### src/rtl/vga_frame_monitor.sv
`default_nettype none
// ============================================================================
// Module      : vga_frame_monitor
// Description : Passive VGA stream checker that measures per-frame geometry,
//               checksums and per-sprite pixel counts, and reports lock.
// Revision    : 1.0 - initial release
// ============================================================================
module vga_frame_monitor #(
    parameter int H_EXPECT  = 800,
    parameter int V_EXPECT  = 525,
    parameter int HA_EXPECT = 640,
    parameter int VA_EXPECT = 480,
    parameter int CNT_W     = 20,
    parameter int TIMEOUT   = 840000
) (
    input  logic             VGA_CLK,
    input  logic             RESET,
    input  logic             VGA_HS,
    input  logic             VGA_VS,
    input  logic             VGA_BLANK_N,
    input  logic [7:0]       VGA_R,
    input  logic [7:0]       VGA_G,
    input  logic [7:0]       VGA_B,
    input  logic [7:0]       SPRITES_EN,
    input  logic [2:0]       SEL,
    output logic [11:0]      H_TOTAL,
    output logic [10:0]      V_TOTAL,
    output logic [11:0]      H_ACTIVE,
    output logic [10:0]      V_ACTIVE,
    output logic [23:0]      CHECKSUM,
    output logic [CNT_W-1:0] SPRITE_PIXELS,
    output logic             FRAME_DONE,
    output logic             LOCKED,
    output logic             TIMING_ERR
);

    localparam int              c_FW       = $clog2(TIMEOUT + 1);
    localparam logic [c_FW-1:0] c_TMO      = c_FW'(TIMEOUT);
    localparam logic [11:0]     c_H_EXP    = 12'(H_EXPECT);
    localparam logic [10:0]     c_V_EXP    = 11'(V_EXPECT);
    localparam logic [11:0]     c_HA_EXP   = 12'(HA_EXPECT);
    localparam logic [10:0]     c_VA_EXP   = 11'(VA_EXPECT);
    localparam logic [CNT_W-1:0] c_SPR_MAX = {CNT_W{1'b1}};

    localparam logic [1:0] c_ST_SEARCH  = 2'd0;
    localparam logic [1:0] c_ST_MEASURE = 2'd1;
    localparam logic [1:0] c_ST_LOCKED  = 2'd2;

    // input capture (s1) and previous-sync stage (s2)
    logic       r_hs1, r_vs1, r_blank1, r_hs2, r_vs2;
    logic [7:0] r_r1, r_g1, r_b1, r_spr1;

    logic [11:0] r_hcnt, r_hper, r_lact, r_hact;
    logic [10:0] r_vcnt, r_vact;
    logic        r_line_bad;
    logic [23:0] r_csum;
    logic [CNT_W-1:0] r_spr [8];
    logic [c_FW-1:0]  r_fcnt;

    logic [1:0]  r_state;
    logic        r_done1, r_err1;
    logic [11:0] r_snap_htot, r_snap_hact;
    logic [10:0] r_snap_vtot, r_snap_vact;
    logic [23:0] r_snap_csum;
    logic [CNT_W-1:0] r_snap_spr [8];

    logic        w_line_start, w_frame_start, w_lact_hit, w_latch, w_match, w_bad_f;
    logic [9:0]  w_pix;
    logic [7:0]  w_hit;
    logic [11:0] w_htot_f, w_hact_f;
    logic [10:0] w_vtot_f, w_vact_f, w_vcnt_inc, w_vact_inc;

    always_ff @(posedge VGA_CLK) begin
        if (RESET) begin
            r_hs1 <= 1'b0; r_vs1 <= 1'b0; r_blank1 <= 1'b0;
            r_hs2 <= 1'b0; r_vs2 <= 1'b0;
            r_r1 <= '0; r_g1 <= '0; r_b1 <= '0; r_spr1 <= '0;
        end else begin
            r_hs1 <= VGA_HS; r_vs1 <= VGA_VS; r_blank1 <= VGA_BLANK_N;
            r_hs2 <= r_hs1;  r_vs2 <= r_vs1;
            r_r1 <= VGA_R; r_g1 <= VGA_G; r_b1 <= VGA_B; r_spr1 <= SPRITES_EN;
        end
    end

    assign w_line_start  = r_hs2 & ~r_hs1;
    assign w_frame_start = r_vs2 & ~r_vs1;
    assign w_pix         = 10'(r_r1) + 10'(r_g1) + 10'(r_b1);
    assign w_hit         = {8{r_blank1}} & r_spr1;
    assign w_vcnt_inc    = (r_vcnt == 11'h7FF) ? r_vcnt : r_vcnt + 11'd1;
    assign w_vact_inc    = (r_vact == 11'h7FF) ? r_vact : r_vact + 11'd1;
    assign w_lact_hit    = w_line_start && (r_lact != 12'd0);

    // A line start coinciding with the frame start closes the ending frame
    assign w_vtot_f = w_line_start ? w_vcnt_inc : r_vcnt;
    assign w_vact_f = w_lact_hit ? w_vact_inc : r_vact;
    assign w_hact_f = w_lact_hit ? r_lact : r_hact;
    assign w_htot_f = w_line_start ? r_hcnt : r_hper;
    assign w_bad_f  = r_line_bad | (w_line_start && (r_hcnt != c_H_EXP));
    assign w_match  = (w_vtot_f == c_V_EXP) && (w_hact_f == c_HA_EXP) &&
                      (w_vact_f == c_VA_EXP) && !w_bad_f;
    assign w_latch  = w_frame_start && (r_state != c_ST_SEARCH);

    always_ff @(posedge VGA_CLK) begin
        if (RESET) begin
            r_hcnt <= '0; r_hper <= '0; r_lact <= '0; r_hact <= '0;
            r_vcnt <= '0; r_vact <= '0; r_line_bad <= 1'b0; r_csum <= '0;
        end else begin
            if (w_line_start) begin
                r_hcnt <= 12'd1;
                r_hper <= r_hcnt;
                r_lact <= {11'd0, r_blank1};
            end else begin
                if (r_hcnt != 12'hFFF) r_hcnt <= r_hcnt + 12'd1;
                if (r_blank1 && r_lact != 12'hFFF) r_lact <= r_lact + 12'd1;
            end

            if (w_frame_start) begin
                r_vcnt     <= '0;
                r_vact     <= '0;
                r_hact     <= '0;
                r_line_bad <= 1'b0;
                r_csum     <= r_blank1 ? 24'(w_pix) : 24'd0;
            end else begin
                if (w_line_start) begin
                    r_vcnt <= w_vcnt_inc;
                    if (r_hcnt != c_H_EXP) r_line_bad <= 1'b1;
                end
                if (w_lact_hit) begin
                    r_vact <= w_vact_inc;
                    r_hact <= r_lact;
                end
                if (r_blank1) r_csum <= r_csum + 24'(w_pix);
            end
        end
    end

    always_ff @(posedge VGA_CLK) begin
        if (RESET) begin
            for (int i = 0; i < 8; i++) begin
                r_spr[i]      <= '0;
                r_snap_spr[i] <= '0;
            end
        end else begin
            for (int i = 0; i < 8; i++) begin
                if (w_frame_start)
                    r_spr[i] <= CNT_W'(w_hit[i]);
                else if (w_hit[i] && r_spr[i] != c_SPR_MAX)
                    r_spr[i] <= r_spr[i] + CNT_W'(1);
                if (w_latch) r_snap_spr[i] <= r_spr[i];
            end
        end
    end

    always_ff @(posedge VGA_CLK) begin
        if (RESET) begin
            r_state     <= c_ST_SEARCH;
            r_fcnt      <= '0;
            r_done1     <= 1'b0;
            r_err1      <= 1'b0;
            r_snap_htot <= '0; r_snap_vtot <= '0;
            r_snap_hact <= '0; r_snap_vact <= '0;
            r_snap_csum <= '0;
        end else begin
            r_done1 <= 1'b0;
            r_err1  <= 1'b0;
            if (w_frame_start)         r_fcnt <= '0;
            else if (r_fcnt != c_TMO)  r_fcnt <= r_fcnt + c_FW'(1);

            if (w_frame_start) begin
                if (r_state == c_ST_SEARCH) begin
                    r_state <= c_ST_MEASURE;
                end else begin
                    r_snap_htot <= w_htot_f;
                    r_snap_vtot <= w_vtot_f;
                    r_snap_hact <= w_hact_f;
                    r_snap_vact <= w_vact_f;
                    r_snap_csum <= r_csum;
                    r_done1     <= 1'b1;
                    r_err1      <= !w_match;
                    r_state     <= w_match ? c_ST_LOCKED : c_ST_MEASURE;
                end
            end else if (r_fcnt == c_TMO) begin
                r_state <= c_ST_SEARCH;
            end
        end
    end

    // Publish stage: results, strobes and lock change together
    always_ff @(posedge VGA_CLK) begin
        if (RESET) begin
            H_TOTAL <= '0; V_TOTAL <= '0; H_ACTIVE <= '0; V_ACTIVE <= '0;
            CHECKSUM <= '0; SPRITE_PIXELS <= '0;
            FRAME_DONE <= 1'b0; TIMING_ERR <= 1'b0; LOCKED <= 1'b0;
        end else begin
            H_TOTAL       <= r_snap_htot;
            V_TOTAL       <= r_snap_vtot;
            H_ACTIVE      <= r_snap_hact;
            V_ACTIVE      <= r_snap_vact;
            CHECKSUM      <= r_snap_csum;
            SPRITE_PIXELS <= r_snap_spr[SEL];
            FRAME_DONE    <= r_done1;
            TIMING_ERR    <= r_err1;
            LOCKED        <= (r_state == c_ST_LOCKED);
        end
    end

endmodule
`default_nettype wire

### config.mk
export PLATFORM = sky130hd
export DESIGN_NAME = vga_frame_monitor
export DESIGN_NICKNAME = d
export VERILOG_FILES = /design/src/rtl/vga_frame_monitor.sv
export SDC_FILE = /design/constraint.sdc
export NUM_CORES = 1
export LEC_CHECK = 0
export ABC_AREA = 1
export CAP_MARGIN = 20
export CORE_MARGIN = 2
export CORE_UTILIZATION = 31
export CTS_BUF_LIST = sky130_fd_sc_hd__clkbuf_16
export CTS_CLUSTER_DIAMETER = 200
export DETAILED_ROUTE_END_ITERATION = 10
export PLACE_DENSITY_LB_ADDON = 0.15
export SYNTH_ARGS = -nofsm -noshare
export SYNTH_HDL_FRONTEND = slang
export SYNTH_SLANG_ARGS = --single-unit
### constraint.sdc
create_clock -name VGA_CLK -period 9.2 [get_ports VGA_CLK]
set_input_delay 1.84 -clock VGA_CLK [delete_from_list [all_inputs] [get_ports VGA_CLK]]
set_output_delay 1.84 -clock VGA_CLK [all_outputs]
set_load 0.02 [all_outputs]
==> results_dict.tcl, run 1 <==
set metrics [dict create \
    synth_area_um2 28200 \
    worstSetupPathType "input port to flip-flop" \
    period_share_pct 52.3 \
    critPathLaunchType "input port" \
    power.net_switching_mw 1.59 \
    rows 110 \
    dpl.hpwl_um 50000 \
    postRouteAntennaNets 0 \
    clk_pin_slew_worst_paths_ns 0.05 \
    timing.fmax_mhz 208 \
    grt_antenna_before_repair 0 \
    route.met2.wl_um 32000 \
    syn_inst 3188 \
    synth_area_per_cell_um2 8.84 \
    whs_ns 0.420 \
    ys_ff_latch 639 \
    ir_worst_vdd_mv 0.113 \
    cap_violations 0 \
    dr.pass1.iters 5 \
    gr-total-overflow 0 \
    worst_slack_ns 4.39 \
    dieArea_um2 93300 \
    io_pins 133 \
    drt-met1-wl_um 36800 \
    hold_depth 2 \
    hold-path-endpoint "TIMING_ERR$_SDFF_PP0_" \
    first_iter_violations 1311 \
    hold_class "flip-flop to flip-flop" \
    portBuffers 132 \
    diodes 0 \
    grt_max_degree 163 \
    r2r_cells 20 \
    rr_startpoint "r_r1[1]$_SDFF_PP0_" \
    setup_violations 0 \
    crit_slowest_cell "buf_4" \
    rrSetupSlack_ns 5.03 \
    cp_data_required_time_ns 9.52 \
    dr_total_vias 20800 \
    grt_pass1_wl_um 115000 \
    maxUsedRoutingLayer "met4" \
    core_um2 90000 \
    ys_seq_area_share_pct 56.8 \
    finalCriticalPeriod_ns 4.81 \
    ys.flop_type "edfxtp_1" \
    hold_path.startpoint "r_err1$_SDFF_PP0_" \
    yosysUniqueCellTypes 57 \
    yosysWarnings 0 \
    critPathMaxFanout 119 \
    synthToLayoutAreaGrowth_pct 17.1 \
    setup_tns_ns 0 \
    slew_violations 0 \
    cts_hold_buf 0 \
    cts_root_buf "clkbuf_16" \
    crit_chain "buf_6, nor2_1, inv_1, nor2_2, inv_6, buf_4, nor2_1" \
    fill_cells 9294 \
    outcome "finished, final reports clean" \
    rr_endpoint "r_csum[19]$_SDFFE_PP0P_" \
    cts_tree "done" \
    die_x_um 306 \
    tightest_slew_ns 1.05 \
    hold_viol 0 \
    grt_pass1_vias 20100 \
    critPathMostFrequentCell "nor2_1" \
    die_y_um 306 \
    routedWlPerCell_um 16.1 \
    syn_nets 3271 \
    power.density_nw_per_um2 199 \
    rsz0062_at_grt "false" \
    cts_made_buffers 75 \
    wl_met3_um 2750 \
    clockBufferDepth 3 \
    place_congestion 0.792 \
    cp_slowest_stage_delay_ns 0.84 \
    nets 3380 \
    cp.arrival_ns 5.13 \
    initial_core_util_pct 31.3 \
    clock_sinks 639 \
    synth_edf_count 320 \
    routed_wl_um 73000 \
    postCtsSetupRepairBufs 0 \
    endpoint_kind "flip-flop" \
    htreeDepth 3 \
    via_per_inst 4.59 \
    cts_resized 0 \
    dp_slack_ns 3.65 \
    drc_errors 0 \
    p_int_mw 4.98 \
    async_flop_share_pct 0 \
    insertion_delay_ns 0.61 \
    clkPwrFrac_pct 45.2 \
    slew_headroom_pct 29.4 \
    p_leak_nw 12.5 \
    pwr-share-seq_pct 48.0 \
    fin_worst_skew_ns 0.0264 \
    sw_frac_of_total_pct 24.2 \
    drive_gt1_share_pct 6.48 \
    combPwrFrac_pct 6.8 \
    gr-usage-all-layers_pct 15.5 \
]
[logic make-up after synthesis]
logic type,synth area share [%]
compound gates,8.96
buf+inv,8.16
xor+xnor,2.36
simple gates,21.5
flops,56.8
fa+ha+maj,2.18
mux,0.0710
[area by class of cell]
cell class                      count  area (um2)  area share, %
Clock buffer                       77        1930           5.84
Clock inverter                     54         499           1.51
Timing Repair Buffer              146        1440           4.35
Tap cell                         1176        1470           4.46
Inverter                          470        1770           5.37
Multi-Input combinational cell   1965        9900           30.0
Sequential cell                   639       16000           48.5
[worst max-delay path by stage]
| stage | depth (start not counted) | startpoint | slack, ns | end |
|---|---|---|---|---|
| after floorplan | 4 | RESET | 1.77 | r_snap_spr[0][0]$_SDFFCE_PN0P_ |
| after global placement | 7 | RESET | 3.78 | r_snap_spr[1][8]$_SDFFCE_PN0P_ |
| after detailed placement | 7 | RESET | 3.65 | r_snap_spr[0][12]$_SDFFCE_PN0P_ |
| after CTS | 7 | RESET | 4.30 | r_snap_spr[0][11]$_SDFFCE_PN0P_ |
| after global routing | 7 | RESET | 4.11 | r_snap_spr[0][11]$_SDFFCE_PN0P_ |
| final | 7 | RESET | 4.39 | r_snap_spr[0][11]$_SDFFCE_PN0P_ |
[sequential cells by signal, indices dropped and copies added (netlist names), 20 cells and up]
signal         count
r_snap_csum       24
SPRITE_PIXELS     20
r_fcnt            20
r_snap_spr       160
r_csum            24
CHECKSUM          24
r_spr            160
[placed cells by master, fill, tap and decap left out, types with 6 or more instances in the layout]
cell type        instances
nand3_1                 94
nor2_1                 663
nor2_2                   9
clkdlybuf4s50_1        130
xor2_1                  65
buf_4                   13
nand2_2                  6
or2_2                   11
nand3_2                  7
o21ai_0                189
nand4_1                 46
nor3_2                  15
inv_1                  461
fa_1                    10
nor4_1                  19
inv_2                   14
a21oi_1                131
clkinv_1                13
clkbuf_16               77
dfxtp_1                318
ha_1                    33
nor3b_1                 24
a31oi_1                 28
edfxtp_1               320
o22ai_1                 68
xnor2_1                 11
inv_6                    6
o31ai_1                  6
bufinv_16                8
clkinv_2                16
a211oi_1                11
nand2_1                394
nor3_1                  74
[through the flow]
stage	total power, mW	utilization, %	instance area, um2	std cells
finish	6.57	36.7	33000	4527
global route	6.84	36.7	33000	4527
CTS	6.66	36.7	33000	4527
detailed placement	3.66	34.0	30600	4396
global placement	3.67	34.0	30600	4396
floorplan	3.50	-	28200	3188
[per-layer routing]
layer,vias up,track usage (%)
met4,0,4.41
met2,330,23.7
met3,101,2.23
met5,-,0
li1,10600,-
met1,9700,22.7
[power groups by stage]
stage	Combinational (mW)	Sequential (mW)	Clock (mW)
6_report	0.445	3.15	2.97
5_1_grt	0.505	3.17	3.17
4_1_cts	0.453	3.15	3.06
3_5_place_dp	0.450	3.21	0
3_3_place_gp	0.454	3.21	0
2_1_floorplan	0.296	3.20	0
[worst max-delay path: cells and delay by family]
family	cells	cell delay (ns)
buffers and inverters	4	2.56
and+or+nand+nor	3	0.60
[synth_stat cells (3+ instances only)]
master	instances	area, um2
a211oi_1	11	82.6
a21oi_1	131	656
a31oi_1	28	175
buf_1	8	30.0
buf_2	19	95.1
buf_4	7	52.6
buf_6	6	67.6
clkbuf_1	73	274
dfxtp_1	319	6390
edfxtp_1	320	9610
fa_1	10	200
ha_1	33	413
inv_1	454	1700
inv_2	13	48.8
nand2_1	395	1480
nand2_2	6	37.5
nand3_1	94	470
nand3_2	7	70.1
nand3b_1	3	22.5
nand4_1	46	288
nor2_1	663	2490
nor2_2	10	62.6
nor3_1	74	370
nor3_2	15	150
nor3b_1	24	180
nor3b_2	4	50.1
nor4_1	19	119
o211ai_1	4	30.0
o21a_1	4	30.0
o21ai_0	189	946
o21ai_2	5	43.8
o21bai_1	3	22.5
o22ai_1	68	425
o31ai_1	6	45.0
or2_2	11	68.8
xnor2_1	11	96.3
xor2_1	65	569
Note: power is estimated with default switching activity, not from simulation.
==> inputs of run 2 (changes only) <==
==> constraint.sdc (replaced) <==
create_clock -name VGA_CLK -period 5 [get_ports VGA_CLK]
set_input_delay 1 -clock VGA_CLK [delete_from_list [all_inputs] [get_ports VGA_CLK]]
set_output_delay 1 -clock VGA_CLK [all_outputs]
set_load 0.02 [all_outputs]
==> run 2 against run 1 <==
Sequential cell count stayed put. Critical path type is now flip-flop to flip-flop. Critical path depth is 13 higher. Largest power group unchanged. Combinational power is 87% higher.
==> results_dict.tcl, run 2 (synthesis gave the netlist of run 1 again) <==
set metrics [dict create \
    dr_total_vias 20800 \
    rr_endpoint "r_csum[19]$_SDFFE_PP0P_" \
    drc_errors 0 \
    period_share_pct 83.1 \
    dr.pass1.iters 7 \
    clk_pin_slew_worst_paths_ns 0.06 \
    gr-usage-all-layers_pct 15.4 \
    cap_violations 0 \
    endpoint_kind "flip-flop" \
    dpl.hpwl_um 50800 \
    synthToLayoutAreaGrowth_pct 17.5 \
    mostFrequentLayoutCells "663 x nor2_1, 462 x inv_1, 394 x nand2_1, 320 x edfxtp_1, 318 x dfxtp_1" \
    core_um2 90000 \
    worstSetupPathType "flip-flop to flip-flop" \
    insertion_delay_ns 0.62 \
    hold_path.startpoint "r_snap_htot[6]$_SDFFE_PP0P_" \
    cts_made_buffers 77 \
    ir_worst_vdd_mv 0.227 \
    seq_area_um2 16000 \
    outcome "finished, final reports clean" \
    critPathLaunch "r_r1[1]$_SDFF_PP0_" \
    clock_sinks 639 \
    hold_viol 0 \
    tightest_slew_ns 0.956 \
    whs_ns 0.420 \
    diodes 0 \
    place_congestion 0.794 \
    hold_class "flip-flop to flip-flop" \
    cts_tree "done" \
    placed_cell_area_um2 30700 \
    grt_max_degree 81 \
    drt-met1-wl_um 37100 \
    first_iter_violations 1308 \
    gr-total-overflow 0 \
    route.met2.wl_um 31000 \
    die_x_um 306 \
    critPathLaunchType "flip-flop" \
    p_leak_nw 12.5 \
    r2r_cells 20 \
    postCtsSetupRepairBufs 0 \
    power.density_nw_per_um2 362 \
    cts_root_buf "clkbuf_16" \
    layout_commonest_cell "nor2_1" \
    fill_cells 9361 \
    slew_headroom_pct 35.7 \
    slew_violations 0 \
    hold_depth 2 \
    rows 110 \
    critPathMaxFanout 6 \
    grt_pass1_wl_um 115000 \
    largest_registers "r_snap_spr: 160 flops, r_spr: 160 flops" \
    htreeDepth 3 \
    wl_met3_um 2950 \
    rr_startpoint "r_r1[1]$_SDFF_PP0_" \
    via_per_inst 4.58 \
    nets 3397 \
    postRouteAntennaNets 0 \
    die_y_um 306 \
    setup_tns_ns 0 \
    cts_hold_buf 0 \
    finalCriticalPeriod_ns 4.16 \
    routedWlPerCell_um 16.0 \
    cts_resized 0 \
    portBuffers 132 \
    timing.fmax_mhz 241 \
    grt_pass1_vias 20200 \
    hold-path-endpoint "H_TOTAL[6]$_SDFF_PP0_" \
    grt_antenna_before_repair 2 \
    routed_wl_um 72700 \
    fin_worst_skew_ns 0.0199 \
    setup_violations 0 \
    clockBufferDepth 3 \
    maxUsedRoutingLayer "met4" \
    dieArea_um2 93300 \
    rsz0062_at_grt "false" \
    rrSetupSlack_ns 0.84 \
    io_pins 133 \
    initial_core_util_pct 31.3 \
    multiInputGateArea_um2 9900 \
    fin_area_um2 33100 \
    cp.arrival_ns 4.64 \
    cp_data_required_time_ns 5.48 \
    drive_gt1_share_pct 7.00 \
]
==> run 2: per-stage QoR <==
stage                     total power [mW]  instances  util (%)  setup slack [ns]
after floorplan                       6.44       3188         -             0.765
after global placement                6.76       4411      34.1             0.855
after detailed placement              6.75       4411      34.1             0.812
after CTS                             12.2       4547      36.8             0.784
after global routing                  12.5       4547      36.8             0.452
final                                 12.0       4547      36.8             0.843
==> run 2: worst max-delay path by stage <==
stage	cells after the start	end	slack, ns
final	20	r_csum[19]$_SDFFE_PP0P_	0.84
after CTS	20	r_csum[19]$_SDFFE_PP0P_	0.78
after global routing	20	r_csum[19]$_SDFFE_PP0P_	0.45
after floorplan	4	r_snap_spr[0][0]$_SDFFCE_PN0P_	0.76
after global placement	20	r_csum[19]$_SDFFE_PP0P_	0.85
after detailed placement	20	r_csum[19]$_SDFFE_PP0P_	0.81
==> run 2: layout make-up <==
type	instances	area share (%)
inverters	470	5.34
repair buffers	161	4.82
clock buffers	78	5.89
clock inverters	58	1.32
multi-input cells	1965	29.9
well taps	1176	4.44
flip-flops and latches	639	48.3
==> run 2: critical path: stages, from the launching register on <==
cell      delay, ns
dfxtp_1        0.31
inv_1          0.05
fa_1           0.46
inv_1          0.06
ha_1           0.17
inv_1          0.06
fa_1           0.40
o21ai_0        0.37
a21oi_1        0.12
o21bai_1       0.16
xor2_1         0.22
inv_1          0.06
ha_1           0.35
nand2_1        0.08
nor2_1         0.14
nand4_1        0.09
or2_1          0.24
a21oi_2        0.23
nand4_2        0.17
nor3_1         0.21
nor3b_2        0.06
==> run 2: where the power goes <==
| part | switching [mW] | internal [mW] |
|---|---|---|
| Clock | 2.25 | 3.10 |
| Sequential | 0.119 | 5.68 |
| Combinational | 0.566 | 0.265 |
| Total | 2.93 | 9.05 |
==> run 2: routing by layer <==
metal  track usage (%)  vias to the layer above
met3              2.54                       91
li1                  -                    10700
met1              22.8                     9720
met4              4.80                        0
met2              23.0                      321
met5                 0                        -
